==> src/rtl/fifo_sync_use.sv <==
// Single-clock FIFO with full/empty flags, a registered read-valid strobe and
// registered occupancy counts, port-compatible with the dual-clock variant.
module fifo_sync_use #(
    parameter int DSIZE = 8,
    parameter int ASIZE = 5
) (
    input  logic             clk,
    input  logic             rst,
    input  logic [DSIZE-1:0] wdata,
    input  logic             w_en,
    output logic             w_full,
    output logic [ASIZE-1:0] wuse,
    output logic [DSIZE-1:0] rdata,
    output logic             r_empty,
    input  logic             r_en,
    output logic             r_ok,
    output logic [ASIZE-1:0] ruse
);

    localparam int DEPTH = 1 << ASIZE;

    logic [DSIZE-1:0] mem_q [DEPTH];

    logic [ASIZE:0]   wptr_q, wptr_d;
    logic [ASIZE:0]   rptr_q, rptr_d;
    logic [ASIZE-1:0] use_q, use_d;
    logic [DSIZE-1:0] rdata_q, rdata_d;
    logic             r_ok_q, r_ok_d;
    logic             wr_acc, rd_acc;

    // Flags come straight from the pre-edge pointers; the MSB tells full from empty.
    assign r_empty = (wptr_q == rptr_q);
    assign w_full  = (wptr_q[ASIZE] != rptr_q[ASIZE]) &&
                     (wptr_q[ASIZE-1:0] == rptr_q[ASIZE-1:0]);

    always_comb begin
        wr_acc  = w_en && !w_full;
        rd_acc  = r_en && !r_empty;
        wptr_d  = wptr_q + {{ASIZE{1'b0}}, wr_acc};
        rptr_d  = rptr_q + {{ASIZE{1'b0}}, rd_acc};
        rdata_d = rdata_q;
        if (rd_acc) begin
            rdata_d = mem_q[rptr_q[ASIZE-1:0]];
        end
        r_ok_d  = rd_acc;
        // Occupancy after this edge; a full FIFO wraps to 0 and relies on w_full.
        use_d   = wptr_d[ASIZE-1:0] - rptr_d[ASIZE-1:0];
    end

    always_ff @(posedge clk or posedge rst) begin
        if (rst) begin
            wptr_q  <= '0;
            rptr_q  <= '0;
            use_q   <= '0;
            rdata_q <= '0;
            r_ok_q  <= 1'b0;
        end else begin
            wptr_q  <= wptr_d;
            rptr_q  <= rptr_d;
            use_q   <= use_d;
            rdata_q <= rdata_d;
            r_ok_q  <= r_ok_d;
        end
    end

    // Storage is never cleared; reset only empties it by resetting the pointers.
    always_ff @(posedge clk) begin
        if (wr_acc) begin
            mem_q[wptr_q[ASIZE-1:0]] <= wdata;
        end
    end

    assign wuse  = use_q;
    assign ruse  = use_q;
    assign rdata = rdata_q;
    assign r_ok  = r_ok_q;

endmodule

==> config.mk <==
export PLATFORM = sky130hd
export DESIGN_NAME = fifo_sync_use
export DESIGN_NICKNAME = d
export VERILOG_FILES = /design/src/rtl/fifo_sync_use.sv
export SDC_FILE = /design/constraint.sdc
export NUM_CORES = 1
export LEC_CHECK = 0
export CORE_ASPECT_RATIO = 1.2
export CORE_MARGIN = 4
export CORE_UTILIZATION = 42
export DETAILED_ROUTE_END_ITERATION = 12
export PLACE_DENSITY = 0.66
export SLEW_MARGIN = 20
export SYNTH_ARGS = -nofsm -noshare
export SYNTH_HDL_FRONTEND = slang
export SYNTH_SLANG_ARGS = --single-unit
==> constraint.sdc <==
create_clock -name clk -period 3.4 [get_ports clk]
set_input_delay 0.68 -clock clk [delete_from_list [all_inputs] [get_ports clk]]
set_output_delay 0.68 -clock clk [all_outputs]
set_load 0.05 [all_outputs]
======== Word-level counts from Yosys, hierarchy flattened ========
Memories as Yosys holds them, arrays and structs flattened. A register that Yosys moved wholly into a read port is not among the register bits.
Cells that the tools add are included.
operators by class
  reductions and logical operators ........ 5
  eq/ne operators ......................... 3
  multiplexer cells ....................... 2
  add/sub/neg operators ................... 3
operators with widths
  operator                                count
  6-bit by 1-bit adder with 6-bit output  2
  6-bit equality test                     1
  5-bit equality test                     1
  5-bit subtractor                        1
  1-bit logical AND                       3
  1-bit logical NOT                       2
  1-bit 2-to-1 mux                        2
  1-bit != test                           1
word-level totals
  input port bits ......................... 12
  logic and storage cells ................. 18
  flip-flop bits (word level) ............. 18
  memories kept ........................... 1
  bits in writable memories ............... 256
  output and inout port bits .............. 21
memories
  memory  depth  bits a word  rd ports  clocked after Yosys merged registers in  wr ports  RTL line  RTL
  mem_q   32     8            1         1                                        1         22        logic [DSIZE-1:0] mem_q [DEPTH];

======== Logic depth before layout (Yosys ltp) ========
Gate-level depths: netlist of run 1.
  depth after elaboration ................. 6
  depth in mapped cells ................... 14
  depth with buffers taken out ............ 13

======== Least setup slack after synthesis of run 1 ========
Ideal clock, no wire load.
  path type ............................... reg2reg
  start ................................... register wptr_q[4]
  end ..................................... register use_q[4] (netlist: ruse[4])
  arrival ................................. 3.541 ns
  path buffers ............................ 1
  clock period less this slack ............ 3.677 ns
  setup time .............................. 0.135 ns
  data required time ...................... 3.265 ns
  slack ................................... -0.277 ns
  cell stages (with the launch flop) ...... 15
  cells stage by stage .................... dfrtp_1 buf_2 xor2_1 nor4_4 nand2_1 nor2_1 nor2_1 ha_1 inv_1 ha_1 inv_1 fa_1 maj3_1 a21oi_1 xor3_1
on the way
  cells in the longest elaborated chain, start to end .. 6
  elaborated cells on any way between the ends .. 10
  those cells by class .................... add/sub: 3; eq/ne: 2; reduce/logical: 5
RTL lines
  what                                    RTL line  RTL
  start: declaration                      24        logic [ASIZE:0] wptr_q, wptr_d;
  start signal: assignment                58        wptr_q <= wptr_d;
  5-bit equality test                     34        (wptr_q[ASIZE-1:0] == rptr_q[ASIZE-1:0]);
  1-bit logical AND                       33        assign w_full = (wptr_q[ASIZE] != rptr_q[ASIZE]) &&
  named net w_full                        11        output logic w_full,
  1-bit logical NOT                       37        wr_acc = w_en && !w_full;
  1-bit logical AND                       37
  6-bit by 1-bit adder with 6-bit output  39        wptr_d = wptr_q + {{ASIZE{1'b0}}, wr_acc};
  named net wptr_d[0]                     24
  5-bit subtractor                        47        use_d = wptr_d[ASIZE-1:0] - rptr_d[ASIZE-1:0];
  named net use_d[4]                      26        logic [ASIZE-1:0] use_q, use_d;
  end signal: assignment                  60        use_q <= use_d;
  end: declaration                        26
The timed path passes the listed nets, and every way through them passes these cells.

======== Worst setup path in the final report of run 1 ========
  start ................................... register wptr_q[2]
  end ..................................... register use_q[4] (netlist: ruse[4])
on the way
  cells in the longest elaborated chain, start to end .. 6
  elaborated cells on any way between the ends .. 10
  those cells by class .................... add/sub: 3; eq/ne: 2; reduce/logical: 5
RTL lines
  what                                    RTL line
  5-bit equality test                     34
  1-bit logical AND                       33
  1-bit logical NOT                       37
  1-bit logical AND                       37
  6-bit by 1-bit adder with 6-bit output  39
  named net wptr_d[0]                     24
  5-bit subtractor                        47
  named net use_d[4]                      26
The timed path passes the listed nets, and every way through them passes these cells.

==> results.sh, run 1 <==
export IMPL_status="completed"
export IMPL_hold_class="reg2reg"
export IMPL_setup_viol=0
export IMPL_drc=0
export IMPL_slew_headroom_pct=28.45
export IMPL_drive_above_1_share_pct=20.21
export IMPL_synth_edf_count=256
export IMPL_postSynthCellCount=575
export IMPL_yosysWarnings=0
export IMPL_clock_sinks=282
export IMPL_ctsHoldBuffers=0
export IMPL_wl_per_cell_um=23.00
export IMPL_numCtsBuffers=25
export IMPL_syn_area_per_cell_sq_um=19.51
export IMPL_critPathBufInv=2
export IMPL_nNetsFinal=655
export IMPL_synth_top_family_by_area="multiplexers"
export IMPL_htreeDepth=1
export IMPL_grt_pass1_wl_um=34810
export IMPL_layout_worst_path_cycle_share_pct=94.18
export IMPL_synth_nets=595
export IMPL_synth_xor_area_share_pct=1.461
export IMPL_worstPathRequired_ps=3790
export IMPL_setup_worst_path_start_class="register"
export IMPL_first_pass_iters=5
export IMPL_syn_to_final_growth_pct=14.80
export IMPL_diodes=0
export IMPL_rsz0062_at_grt="false"
export IMPL_finalHoldViolCount=0
export IMPL_p_sw_mw=3.695
export IMPL_tns_ps=0
export IMPL_root_buffer="clkbuf_16"
export IMPL_routed_wl_um=22730
export IMPL_die_x_um=157.2
export IMPL_synth_async_reset_ratio_pct=9.220
export IMPL_final_common_cell="edfxtp_1"
export IMPL_crit_path_start="wptr_q[2]"
export IMPL_critPathKind="reg2reg"
export IMPL_ys_dominant_reg_cell="edfxtp_1"
export IMPL_nFillCells=2148
export IMPL_crit_path_top_delay_cell="dfrtp_2"
export IMPL_post_cts_buffers=0
export IMPL_grt_pass1_vias=5753
export IMPL_r2r_end="ruse[4]"
export IMPL_antenna_found_initial=0
export IMPL_clock_fmax_ghz=0.3123
export IMPL_grt_usage_pct=15.46
export IMPL_synthAdderAreaFrac_pct=1.048
export IMPL_power_density_nw_per_um2=861.6
export IMPL_min_period_ps=3202
export IMPL_worstPathCellList="xor2_1 > nor4_4 > nand2_1 > nor2_4 > nor2_1 > ha_1 > inv_1 > ha_1 > inv_1 > fa_1 > maj3_1 > a21oi_2 > xor3_1"
export IMPL_muxShareOfSynthArea_pct=13.68
export IMPL_syn_area_sq_um=11220
export IMPL_start_util_pct=42.58
export IMPL_place_hpwl_um=14130
export IMPL_finClkSkew_ps=12.56
export IMPL_cp_max_fo=8
export IMPL_via_per_inst=5.556
export IMPL_first_iter_violations=500
export IMPL_ctsResizeCount=0
export IMPL_core_rowCount=65
export IMPL_yosys_area_share_simple_pct=3.301
export IMPL_ant_nets=0
export IMPL_cp_depth=13
export IMPL_cts_path_max_buffers=3
export IMPL_peakVddDrop_v=0.0006743
export IMPL_power_frac_clock_pct=25.8
export IMPL_reg2reg_depth=13
export IMPL_synth_seq_cells=282
export IMPL_arrival_ps=3600
export IMPL_grt_max_degree=73
export IMPL_switching_share_pct=33.29
export IMPL_power_frac_comb_pct=35.1
export IMPL_cts_tree="built"
export IMPL_insertion_delay_ps=520
export IMPL_ys_types=42
export IMPL_ff2ff_setup_slack_ps=200
export IMPL_reg2reg_from="wptr_q[2]"
export IMPL_crit_family="adder cells"
export IMPL_die_area_sq_um=29400
export IMPL_crit_path_end_kind="register"
export IMPL_ys_seq_area_share_pct=74.32
export IMPL_layout_common_cells="256 x edfxtp_1, 43 x nor2_1, 43 x mux4_2, 38 x buf_4, 30 x clkdlybuf4s50_1"
export IMPL_dpl_instance_area_sq_um=12030
export IMPL_boundaryPins=33
export IMPL_worst_slew_pin_slew_ps=1073
export IMPL_cap_viol_max_count=0
export IMPL_slew_viol_final=0
export IMPL_finalInstanceArea_sq_um=12880
export IMPL_p_leak_nw=4.297
export IMPL_routabilityCongestion=0.8530
export IMPL_core_area_sq_um=26350
export IMPL_grt_overflow_total=0
export IMPL_internal_power_mw=7.403
export IMPL_die_h_um=187.0
export IMPL_io_buffer_count=32
export IMPL_cp_endpoint="ruse[4]"
export IMPL_synth_compound_area_share_pct=3.859
export IMPL_critical_path_max_stage_delay_ps=460
export IMPL_clkSlewWorstSetupHoldPaths_ps=70
export IMPL_pwr_share_seq_pct=39.1
export IMPL_vias=5489
flip-flops by register name, indices dropped and copies added, names as in the netlist:
| signal | flops |
|---|---|
| wptr_q | 6 |
| rdata | 8 |
| mem_q | 256 |
| ruse | 5 |
| rptr_q | 6 |
| r_ok | 1 |
synth_stat cells (2+ instances only):
master	number	area share, %
buf_2	14	0.62
clkbuf_1	4	0.13
ha_1	7	0.78
o211ai_1	6	0.40
a22o_1	4	0.31
nor2b_1	4	0.22
mux2_2	4	0.40
a22oi_1	16	1.1
a32o_1	2	0.18
xnor2_1	6	0.47
buf_4	6	0.40
nand2b_1	6	0.33
dfrtp_1	26	5.8
o22ai_1	8	0.45
xor2_1	10	0.78
buf_1	5	0.17
mux2i_1	18	1.6
a21oi_1	13	0.58
a211oi_1	6	0.40
mux4_2	43	8.6
buf_6	6	0.60
nand2_1	15	0.50
nand3_1	6	0.27
mux4_1	13	3.0
edfxtp_1	256	69
nor2_1	44	1.5
o221ai_1	2	0.16
and2_1	2	0.11
inv_1	10	0.33
cell type report:
type                       instances  area [sq um]  share of cell area [%]
multi-input combinational        247          2631                   20.43
timing repair buffer              69         605.6                   4.702
inverter                          10         37.54                  0.2914
tap                              335         419.2                   3.254
sequential                       282          8344                   64.79
clock inverter                    11         142.6                   1.107
clock buffer                      34         699.4                   5.430
per-layer routing:
metal  share of wire (%)  routed length (um)  GRT usage [%]  vias up
met5                   0                   0              0        -
met4                 2.5                 573          4.469        0
met3                 5.5                1254          2.291       36
met2                  50               11420          25.68      189
met1                  42                9473          21.31     2839
li1                    -                   -              -     2425
how the worst min path moves through the flow:
stage	start	end	slack, ps	depth (start not counted)
floorplan	wptr_q[5]	wptr_q[5]	460	1
global placement	rptr_q[5]	rptr_q[5]	480	1
detailed placement	rptr_q[5]	rptr_q[5]	480	1
CTS	rptr_q[5]	rptr_q[5]	490	1
global route	rptr_q[5]	rptr_q[5]	510	1
finish	rptr_q[5]	rptr_q[5]	490	1
metrics by stage:
stage          utilization [%]  setup WS (ps)  hold WS [ps]  power [mW]  cells
2_1_floorplan                -          97.73         460.4       7.184    575
3_3_place_gp             45.66          188.5         476.2       8.211    943
4_1_cts                  48.86          160.6         491.5       11.17    988
3_5_place_dp             45.66          115.4         483.0       8.304    943
5_1_grt                  48.88          6.315         506.2       11.61    988
6_report                 48.88          197.8         492.7       11.10    988
power by group through the flow:
stage	sequential (mW)	combinational (mW)	clock, mW
floorplan	4.62	2.56	0
global placement	4.38	3.83	0
detailed placement	4.41	3.89	0
CTS	4.34	3.91	2.92
global route	4.37	4.17	3.07
finish	4.34	3.90	2.87
cells by family after synthesis:
family | Yosys count
and+or+nand+nor | 81
adders and majority gates | 9
DFF | 282
AOI/OAI and AO/OA | 62
xor gates and xnor gates | 17
muxes | 78
buffers and inverters | 46
(Power assumes the default switching activity.)
==> run 2: changes to the inputs <==
--- a/config.mk
+++ b/config.mk
@@ -6,7 +6,6 @@
 export NUM_CORES = 1
 export LEC_CHECK = 0
 export CORE_ASPECT_RATIO = 1.2
-export CORE_MARGIN = 4
 export CORE_UTILIZATION = 42
 export DETAILED_ROUTE_END_ITERATION = 12
 export PLACE_DENSITY = 0.66
==> results.sh, run 2 (same netlist as run 1, synthesis figures left out) <==
export IMPL_status="completed"
export IMPL_clock_fmax_ghz=0.3122
export IMPL_die_x_um=151.2
export IMPL_grt_max_degree=66
export IMPL_grt_overflow_total=0
export IMPL_antenna_found_initial=0
export IMPL_layout_common_cells="256 x edfxtp_1, 52 x buf_4, 43 x nor2_1, 43 x mux4_2, 31 x clkdlybuf4s50_1"
export IMPL_power_density_nw_per_um2=843.2
export IMPL_arrival_ps=3610
export IMPL_layout_setup_ws_ps=197.4
export IMPL_min_to="rptr_q[5]"
export IMPL_slew_headroom_pct=41.85
export IMPL_min_from="rptr_q[5]"
export IMPL_worstPathRequired_ps=3810
export IMPL_power_frac_comb_pct=35.3
export IMPL_setup_viol=0
export IMPL_die_area_sq_um=27370
export IMPL_slew_viol_final=0
export IMPL_clock_sinks=282
export IMPL_cts_tree="built"
export IMPL_routed_wl_um=22550
export IMPL_vias=5577
export IMPL_fin_hold_ws_ps=491.1
export IMPL_peakVddDrop_v=0.0005004
export IMPL_crit_path_end_kind="register"
export IMPL_first_pass_iters=5
export IMPL_final_common_cell="edfxtp_1"
export IMPL_place_hpwl_um=14180
export IMPL_pwr_share_seq_pct=39.8
export IMPL_nNetsFinal=671
export IMPL_hold_class="reg2reg"
export IMPL_grt_pass1_wl_um=34820
export IMPL_core_area_sq_um=26270
export IMPL_largest_register_ffs=256
export IMPL_via_per_inst=5.549
export IMPL_routabilityCongestion=0.8470
export IMPL_boundaryPins=33
export IMPL_tns_ps=0
export IMPL_p_leak_nw=4.370
export IMPL_r2r_end="ruse[4]"
export IMPL_min_period_ps=3203
export IMPL_drive_above_1_share_pct=21.49
export IMPL_ff2ff_setup_slack_ps=200
export IMPL_final_cell_count_no_fill=1005
export IMPL_final_util_pct=49.27
export IMPL_first_iter_violations=488
export IMPL_clkSlewWorstSetupHoldPaths_ps=70
export IMPL_worst_slew_pin_slew_ps=870.4
export IMPL_cts_path_max_buffers=3
export IMPL_io_buffer_count=32
export IMPL_ctsResizeCount=0
export IMPL_reg2reg_from="wptr_q[1]"
export IMPL_cap_viol_max_count=0
export IMPL_power_frac_clock_pct=24.9
export IMPL_ant_nets=0
export IMPL_drc=0
export IMPL_post_cts_buffers=0
export IMPL_reg2reg_depth=13
export IMPL_core_rowCount=65
export IMPL_setup_worst_path_start_class="register"
export IMPL_placed_cells=958
export IMPL_die_h_um=181.0
export IMPL_htreeDepth=1
export IMPL_grt_pass1_vias=5764
export IMPL_finalInstanceArea_sq_um=12940
export IMPL_start_util_pct=42.71
export IMPL_finalHoldViolCount=0
export IMPL_dpl_instance_area_sq_um=12150
export IMPL_syn_to_final_growth_pct=15.37
export IMPL_finClkSkew_ps=14.11
export IMPL_critPathKind="reg2reg"
export IMPL_insertion_delay_ps=530
export IMPL_grt_usage_pct=17.23
export IMPL_root_buffer="clkbuf_16"
export IMPL_layout_worst_path_cycle_share_pct=94.19
export IMPL_power_mw=10.91
export IMPL_wl_per_cell_um=22.44
export IMPL_rsz0062_at_grt="false"
export IMPL_internal_power_mw=7.256
export IMPL_ctsHoldBuffers=0
export IMPL_switching_share_pct=33.51
export IMPL_numCtsBuffers=26
export IMPL_whs_path_depth=1
export IMPL_diodes=0
export IMPL_cp_max_fo=7
export IMPL_p_sw_mw=3.657
export IMPL_dp_slack_ps=116.8
## run 2: cell types whose count changed in the layout (fill, tap and decap cells not counted), sizes merged
cell	change
bufinv	-2
clkinv	+8
clkdlybuf4s50	+1
clkinvlp	-2
clkbuf	-2
buf	+14
## run 2: cell type report
cell class / count / area (sq um)
multi-input combinational: 247 / 2628
sequential: 282 / 8343
inverter: 10 / 37.54
clock inverter: 15 / 101.3
fill: 2107 / 13330
tap: 335 / 419.2
clock buffer: 32 / 694.4
timing repair buffer: 84 / 720.7
## run 2: per-layer routing
metal | routed length, um | track usage (%)
met1 | 9473 | 23.47
met4 | 561 | 5.440
met5 | 0 | 0
met2 | 11330 | 28.60
met3 | 1187 | 2.222
## run 2: critical path, cell delays in order, from the launching register on
cell and delay (ps):
dfrtp_1 440, xor2_1 210, nor4_4 320, nand2_1 150, nor2_4 120, nor2_1 50, ha_1 280, inv_1 60
ha_1 150, inv_1 70, fa_1 440, maj3_1 380, a21oi_1 180, xor3_1 230
## run 2: worst max path at each step
stage,startpoint,end,slack (ps),cells after the start
final,wptr_q[1],ruse[4],200,13
after global routing,wptr_q[1],ruse[4],20,13
after detailed placement,r_en,ruse[4],120,10
after floorplan,wptr_q[4],ruse[4],100,14
after global placement,r_en,ruse[4],180,10
after CTS,wptr_q[4],ruse[4],190,13
## run 2: power groups by stage
| stage | combinational (mW) | clock (mW) | sequential [mW] |
|---|---|---|---|
| after floorplan | 2.56 | 0 | 4.62 |
| after global placement | 3.83 | 0 | 4.38 |
| after detailed placement | 3.87 | 0 | 4.41 |
| after CTS | 3.89 | 2.77 | 4.34 |
| after global routing | 4.12 | 2.90 | 4.37 |
| final | 3.85 | 2.72 | 4.34 |
==> run 3: changes to the inputs <==
--- a/config.mk
+++ b/config.mk
@@ -6,6 +6,7 @@
 export NUM_CORES = 1
 export LEC_CHECK = 0
 export CORE_ASPECT_RATIO = 1.2
+export CORE_MARGIN = 1.5
 export CORE_UTILIZATION = 42
 export DETAILED_ROUTE_END_ITERATION = 12
 export PLACE_DENSITY = 0.66
==> constraint.sdc (replaced) <==
create_clock -name clk -period 4.2 [get_ports clk]
set_input_delay 0.84 -clock clk [delete_from_list [all_inputs] [get_ports clk]]
set_output_delay 0.84 -clock clk [all_outputs]
set_load 0.05 [all_outputs]
==> results.sh, run 3 (same netlist as run 1, synthesis figures left out) <==
export IMPL_met1_usage_pct=22.11
export IMPL_antenna_found_initial=0
export IMPL_layout_worst_path_cycle_share_pct=86.99
export IMPL_grt_overflow_total=0
export IMPL_whs_path_depth=1
export IMPL_ant_nets=0
export IMPL_root_buffer="clkbuf_16"
export IMPL_nNetsFinal=638
export IMPL_diodes=0
export IMPL_crit_path_end_kind="register"
export IMPL_drc=0
export IMPL_io_buffer_count=32
export IMPL_wl_per_cell_um=23.30
export IMPL_cp_depth=11
export IMPL_post_cts_buffers=0
export IMPL_reg2reg_depth=11
export IMPL_grt_usage_pct=16.36
export IMPL_finalHoldViolCount=0
export IMPL_via_per_inst=5.616
export IMPL_rsz0062_at_grt="false"
export IMPL_grt_pass1_wl_um=34160
export IMPL_cts_tree="built"
export IMPL_cts_path_max_buffers=3
export IMPL_min_to="rptr_q[5]"
export IMPL_boundaryPins=33
export IMPL_clock_fmax_ghz=0.2737
export IMPL_worst_slew_pin_slew_ps=1106
export IMPL_slew_viol_final=0
export IMPL_die_h_um=182.0
export IMPL_largest_register_ffs=256
export IMPL_drive_above_1_share_pct=18.78
export IMPL_crit_path_top_delay_cell="dfrtp_1"
export IMPL_tns_ps=0
export IMPL_power_mw=9.173
export IMPL_start_util_pct=42.71
export IMPL_clock_sinks=282
export IMPL_numCtsBuffers=27
export IMPL_critical_path_max_stage_delay_ps=500
export IMPL_ff2ff_setup_slack_ps=550
export IMPL_die_x_um=152.2
export IMPL_insertion_delay_ps=540
export IMPL_worstPathRequired_ps=4610
export IMPL_fin_hold_ws_ps=489.5
export IMPL_status="completed"
export IMPL_final_util_pct=48.83
export IMPL_met3_usage_pct=1.838
export IMPL_min_period_ps=3654
export IMPL_r2r_end="ruse[4]"
export IMPL_cap_viol_max_count=0
export IMPL_cp_max_fo=13
export IMPL_first_iter_violations=467
export IMPL_layout_common_cells="256 x edfxtp_1, 44 x nor2_1, 43 x mux4_2, 30 x clkbuf_16, 26 x clkdlybuf4s50_1"
export IMPL_core_rowCount=65
export IMPL_min_from="rptr_q[5]"
export IMPL_grt_busiest_layer="met2"
export IMPL_die_area_sq_um=27710
export IMPL_hold_class="reg2reg"
export IMPL_dpl_instance_area_sq_um=11880
export IMPL_gr_usage_met2_pct=27.86
export IMPL_core_area_sq_um=26270
export IMPL_first_pass_iters=5
export IMPL_p_leak_nw=4.271
export IMPL_grt_max_degree=73
export IMPL_setup_viol=0
export IMPL_grt_pass1_vias=5611
export IMPL_final_common_cell="edfxtp_1"
export IMPL_ctsHoldBuffers=0
export IMPL_final_cell_count_no_fill=974
export IMPL_peakVddDrop_v=0.0004328
export IMPL_routabilityCongestion=0.8295
export IMPL_clkSlewWorstSetupHoldPaths_ps=70
export IMPL_placed_cells=924
export IMPL_worstPathCellList="xor2_1 > nor4_4 > a21bo_2 > inv_1 > ha_1 > ha_1 > inv_1 > fa_1 > maj3_1 > a21oi_1 > xor3_1"
export IMPL_critPathKind="reg2reg"
export IMPL_dp_slack_ps=467.4
export IMPL_vias=5470
export IMPL_arrival_ps=4060
export IMPL_reg2reg_from="wptr_q[3]"
export IMPL_power_density_nw_per_um2=715.1
export IMPL_critPathBufInv=2
export IMPL_crit_family="adder cells"
export IMPL_htreeDepth=1
export IMPL_finalInstanceArea_sq_um=12830
export IMPL_routed_wl_um=22700
export IMPL_place_hpwl_um=14070
export IMPL_finClkSkew_ps=14.98
export IMPL_slew_headroom_pct=26.25
export IMPL_layout_setup_ws_ps=546.4
export IMPL_syn_to_final_growth_pct=14.32
export IMPL_setup_worst_path_start_class="register"
export IMPL_ctsResizeCount=0
-- run 3: cell types whose count changed in the layout (fill, tap and decap cells not counted), moves of 4 or more --
cell / previous run / this run
buf_2: 0 / 6
buf_4: 52 / 18
clkdlybuf4s50_1: 31 / 26
clkinv_2: 8 / 4
-- run 3: metal layers --
metal | wire length [um] | part of all wire [%]
met1 | 9818 | 43
met2 | 11350 | 50
met4 | 611 | 2.7
met5 | 0 | 0
met3 | 914 | 4.0
-- run 3: worst max path at each step --
stage                     slack [ps]      start  endpoint
final                            550  wptr_q[3]   ruse[4]
after global routing             380  wptr_q[4]   ruse[4]
after CTS                        580  wptr_q[4]   ruse[4]
after detailed placement         470       r_en   ruse[4]
after global placement           550       r_en   ruse[4]
after floorplan                  520  wptr_q[4]   ruse[4]
-- run 3: layout make-up --
class,count,area [sq um]
inverters,10,37.54
multi-input cells,247,2620
clock inverters,13,173.9
well taps,335,419.2
fillers,2111,13440
flip-flops and latches,282,8343
clock buffers,37,807.0
repair buffers,50,425.4
-- run 3: report_power, final --
| part | switching [mW] | leakage, nW | total (mW) | internal, mW |
|---|---|---|---|---|
| Combinational | 1.83 | 1.17 | 3.04 | 1.21 |
| Sequential | 0.155 | 2.62 | 3.53 | 3.38 |
| Clock | 1.01 | 0.484 | 2.60 | 1.59 |
-- run 3: worst reg2reg max path, stage by stage, from the launching register on --
cell,delay (ps)
dfrtp_1,500
xor2_1,220
nor4_4,420
a21bo_2,360
inv_1,170
ha_1,240
ha_1,310
inv_1,80
fa_1,460
maj3_1,370
a21oi_1,170
xor3_1,230
